$ cat config.mk
export PLATFORM = sky130hd
export DESIGN_NAME = mismatch_monitor
export DESIGN_NICKNAME = d
export VERILOG_FILES = /design/src/rtl/mismatch_monitor.sv
export SDC_FILE = /design/constraint.sdc
export NUM_CORES = 1
export LEC_CHECK = 0
export CELL_PAD_IN_SITES_DETAIL_PLACEMENT = 1
export CELL_PAD_IN_SITES_GLOBAL_PLACEMENT = 1
export CORE_ASPECT_RATIO = 1.25
export CORE_MARGIN = 2
export CORE_UTILIZATION = 40
export CTS_CLUSTER_DIAMETER = 80
export CTS_CLUSTER_SIZE = 16
export DETAILED_ROUTE_END_ITERATION = 8
export PLACE_DENSITY = 0.92
export SLEW_MARGIN = 20
export SYNTH_ARGS = -nofsm -noshare
export SYNTH_HDL_FRONTEND = slang
export SYNTH_SLANG_ARGS = --single-unit
export TNS_END_PERCENT = 5
$ cat constraint.sdc
create_clock -name clk -period 3.86 [get_ports clk]
set_input_delay 0.772 -clock clk [delete_from_list [all_inputs] [get_ports clk]]
set_output_delay 0.772 -clock clk [all_outputs]
set_load 0.01 [all_outputs]
$ cat src/rtl/mismatch_monitor.sv
// Sample-by-sample comparator of a DUT against a reference with a don't-care mask.
// Counts samples and mismatches per run and records the index of the first mismatch.
module mismatch_monitor #(
  parameter int unsigned WIDTH = 1,
  parameter int unsigned CNT_W = 16
) (
  input  logic             clk,
  input  logic             reset,
  input  logic             start,
  input  logic             abort,
  input  logic [CNT_W-1:0] num_samples,
  input  logic [WIDTH-1:0] ref_val,
  input  logic [WIDTH-1:0] dut_val,
  input  logic [WIDTH-1:0] care_mask,
  output logic             busy,
  output logic             done,
  output logic [CNT_W-1:0] samples,
  output logic [CNT_W-1:0] errors,
  output logic             has_err,
  output logic [CNT_W-1:0] first_err
);

  typedef enum logic [1:0] {StIdle, StRun, StDone} state_e;

  state_e           state_q, state_d;
  logic [CNT_W-1:0] len_q, len_d;
  logic [CNT_W-1:0] samples_q, samples_d;
  logic [CNT_W-1:0] errors_q, errors_d;
  logic [CNT_W-1:0] first_q, first_d;
  logic             has_q, has_d;
  logic             busy_q, done_q;
  logic             mismatch;
  logic [CNT_W-1:0] samples_inc;

  assign mismatch    = |((ref_val ^ dut_val) & care_mask);
  assign samples_inc = samples_q + CNT_W'(1);

  always_comb begin
    state_d   = state_q;
    len_d     = len_q;
    samples_d = samples_q;
    errors_d  = errors_q;
    first_d   = first_q;
    has_d     = has_q;
    case (state_q)
      StIdle: begin
        if (start) begin
          len_d     = num_samples;
          samples_d = '0;
          errors_d  = '0;
          first_d   = '0;
          has_d     = 1'b0;
          // A zero-length run skips RUN and just produces the done pulse.
          state_d   = (num_samples != '0) ? StRun : StDone;
        end
      end
      StRun: begin
        if (abort) begin
          state_d = StDone;
        end else begin
          samples_d = samples_inc;
          if (mismatch) begin
            if (errors_q != '1) errors_d = errors_q + CNT_W'(1);
            if (!has_q) begin
              has_d   = 1'b1;
              first_d = samples_q;
            end
          end
          if (samples_inc == len_q) state_d = StDone;
        end
      end
      StDone:  state_d = StIdle;
      default: state_d = StIdle;
    endcase
  end

  always_ff @(posedge clk) begin
    if (reset) begin
      state_q   <= StIdle;
      len_q     <= '0;
      samples_q <= '0;
      errors_q  <= '0;
      first_q   <= '0;
      has_q     <= 1'b0;
      busy_q    <= 1'b0;
      done_q    <= 1'b0;
    end else begin
      state_q   <= state_d;
      len_q     <= len_d;
      samples_q <= samples_d;
      errors_q  <= errors_d;
      first_q   <= first_d;
      has_q     <= has_d;
      busy_q    <= (state_d == StRun);
      done_q    <= (state_d == StDone);
    end
  end

  assign busy      = busy_q;
  assign done      = done_q;
  assign samples   = samples_q;
  assign errors    = errors_q;
  assign has_err   = has_q;
  assign first_err = first_q;

endmodule

==> impl_metrics.json <==
{
  "slew_viol_final": 0,
  "ir_drop_uv": 180,
  "clkSinkCount": 69,
  "hold_path_depth": 2,
  "ios": 74,
  "area_growth_syn_to_layout_pct": 27.2,
  "top_layer": "met4",
  "cts_tree": "done",
  "postSynthCellCount": 440,
  "regToRegSetupSlack_ps": 960,
  "ctsResizeCount": 0,
  "r2r-end": "busy$_SDFF_PP0_",
  "holdBufCountCts": 0,
  "antenna_found_initial": 0,
  "multiInputGateArea_um2": 2000,
  "grt_max_degree": 49,
  "ys_ff_latch": 69,
  "fin_crit_ps": 2900,
  "critPathMaxFanout": 12,
  "ys_types": 53,
  "die_area_um2": 9630,
  "ctsHtreeMaxLevel": 3,
  "drtAntennaViolNets": 0,
  "routed_wirelength_um": 11400,
  "ys.warnings.count": 0,
  "hold_ws_ps": 484,
  "fmax_mhz": 344,
  "dr_wl_met2_um": 5850,
  "synth_edf_count": 0,
  "reg2reg_depth": 7,
  "postCtsSetupRepairBufs": 0,
  "rows": 38,
  "drive_gt1_frac": 0.0636,
  "stdcell_area_um2": 4510,
  "hpwl_um": 8110,
  "hold_class": "flop to flop",
  "track_usage": 0.249,
  "portBuffers": 73,
  "fillers": 1063,
  "r2r-start": "samples[0]$_SDFFE_PP0P_",
  "status": "completed",
  "hold_viol": 0,
  "die_w_um": 88.2,
  "grt-ovfl-total": 0,
  "num_vias": 3576,
  "dpl_cell_area_um2": 4310,
  "coreArea_um2": 8650,
  "met3_length_um": 687,
  "clk_pin_slew_ps": 90,
  "setup_viol": 0,
  "placed_cells": 607,
  "crit_end": "busy$_SDFF_PP0_",
  "endpoint_kind": "flop",
  "fin_worst_skew_ps": 13.6,
  "ff_latch_area_um2": 1380,
  "crit_path_start_kind": "flop",
  "tns_ps": 0,
  "cts-buffers-inserted": 9,
  "final_cell_mix": "73 x clkdlybuf4s50_1, 69 x dfxtp_1, 61 x nor2_1",
  "max-cap-violations": 0,
  "initial_core_util": 0.410,
  "tightest_slew_ps": 755,
  "grt_pass1_wl_um": 18300,
  "grt_pass1_vias": 3661,
  "critPathRequiredTime_ps": 4130,
  "m1WireLength_um": 4480,
  "synth_ff_type": "dfxtp_1",
  "clk_latency_ps": 370,
  "finalNonFillerCells": 623,
  "startpoint": "samples[0]$_SDFFE_PP0P_",
  "layout.nets": 523,
  "syn_nets": 465,
  "crit_type": "flop to flop",
  "drc": 0,
  "async_reset_ff_frac": 0,
  "wl_per_cell_um": 18.3,
  "synth_area_um2": 3540,
  "maxSlewHeadroom": 0.496,
  "cts_root_buffer": "clkbuf_8",
  "avgSynthCellArea_um2": 8.06,
  "power_leakage_nw": 1.51,
  "vias_per_cell": 5.74,
  "gp_congestion": 0.882,
  "pwr_density_cell_nw_per_um2": 343,
  "diodes": 0,
  "grt_setup_unrepaired": "no",
  "period_share": 0.752,
  "layout_commonest_cell": "clkdlybuf4s50_1",
  "critPathArrivalTime_ps": 3170,
  "synth_seq_area_share": 0.390,
  "die_h_um": 109,
  "drtPass1Iterations": 4,
  "clockBufferDepth": 2,
  "drt_iter0_markers": 238
}
[cell usage after synthesis (8+ instances only)]
master | instances | area share
a22oi_1 | 12 | 0.025
xnor2_1 | 22 | 0.054
xor2_1 | 12 | 0.030
dfxtp_1 | 69 | 0.39
nand4_1 | 8 | 0.014
nor2_1 | 61 | 0.065
buf_2 | 8 | 0.011
nand2_1 | 57 | 0.060
nor3_1 | 8 | 0.011
nand3_1 | 15 | 0.021
o21ai_0 | 14 | 0.020
a21oi_1 | 42 | 0.059
nor4_1 | 11 | 0.019
clkbuf_1 | 18 | 0.019
[cells by family (layout without fill, tap and decap cells)]
group           count (synthesis)  in the layout  share of synthesized area
buf+inv                        34             97                     0.0466
flops                          69             69                      0.390
xor+xnor                       34             34                     0.0840
simple gates                  202            202                      0.291
compound gates                 99             99                      0.182
fa+ha+maj                       2              2                    0.00706
[metrics by stage]
| stage | setup slack (ps) | util | power [mW] |
|---|---|---|---|
| after global placement | 955 | 0.498 | 0.945 |
| after global routing | 844 | 0.521 | 1.61 |
| after CTS | 959 | 0.521 | 1.55 |
| after floorplan | 1540 | - | 0.879 |
| after detailed placement | 844 | 0.498 | 0.955 |
| final | 957 | 0.521 | 1.55 |
[power by group]
| group | internal (mW) | switching, mW | total [mW] | leakage, nW |
|---|---|---|---|---|
| Sequential | 0.728 | 0.0180 | 0.746 | 0.559 |
| Clock | 0.301 | 0.303 | 0.605 | 0.104 |
| Combinational | 0.0783 | 0.118 | 0.196 | 0.844 |
| Total | 1.11 | 0.439 | 1.55 | 1.51 |
[worst min-delay path by stage]
stage	from	endpoint	slack [ps]
final	len_q[13]$_SDFFE_PP0P_	len_q[13]$_SDFFE_PP0P_	480
after global routing	len_q[13]$_SDFFE_PP0P_	len_q[13]$_SDFFE_PP0P_	500
after CTS	len_q[13]$_SDFFE_PP0P_	len_q[13]$_SDFFE_PP0P_	490
after detailed placement	len_q[0]$_SDFFE_PP0P_	len_q[0]$_SDFFE_PP0P_	470
after global placement	len_q[9]$_SDFFE_PP0P_	len_q[9]$_SDFFE_PP0P_	460
after floorplan	len_q[6]$_SDFFE_PP0P_	len_q[6]$_SDFFE_PP0P_	450
[critical path, stage by stage (launching register included)]
cell and delay [ps]:
dfxtp_1 620, ha_1 520, a31oi_1 200, o21a_1 230, o32a_1 370, a2111oi_4 370, o2111ai_2 230, a31o_1 270
[per-layer routing]
metal / vias to the layer above / GRT usage
met3: 30 / 0.0500
met5: - / 0
li1: 1672 / -
met4: 0 / 0.117
met1: 1742 / 0.282
met2: 132 / 0.441
[state kept, by name, indices dropped and copies added (netlist names)]
name / cells
errors: 16
state_q: 2
samples: 16
busy: 1
len_q: 16
has_err: 1
done: 1
first_err: 16
[final cells by class]
cell class	count	share of cell area
timing repair buffer	78	0.170
clock inverter	7	0.0167
tap	120	0.0333
inverter	3	0.00250
clock buffer	9	0.0275
sequential	69	0.306
multi-input combinational	337	0.443
(Power assumes the default switching activity.)
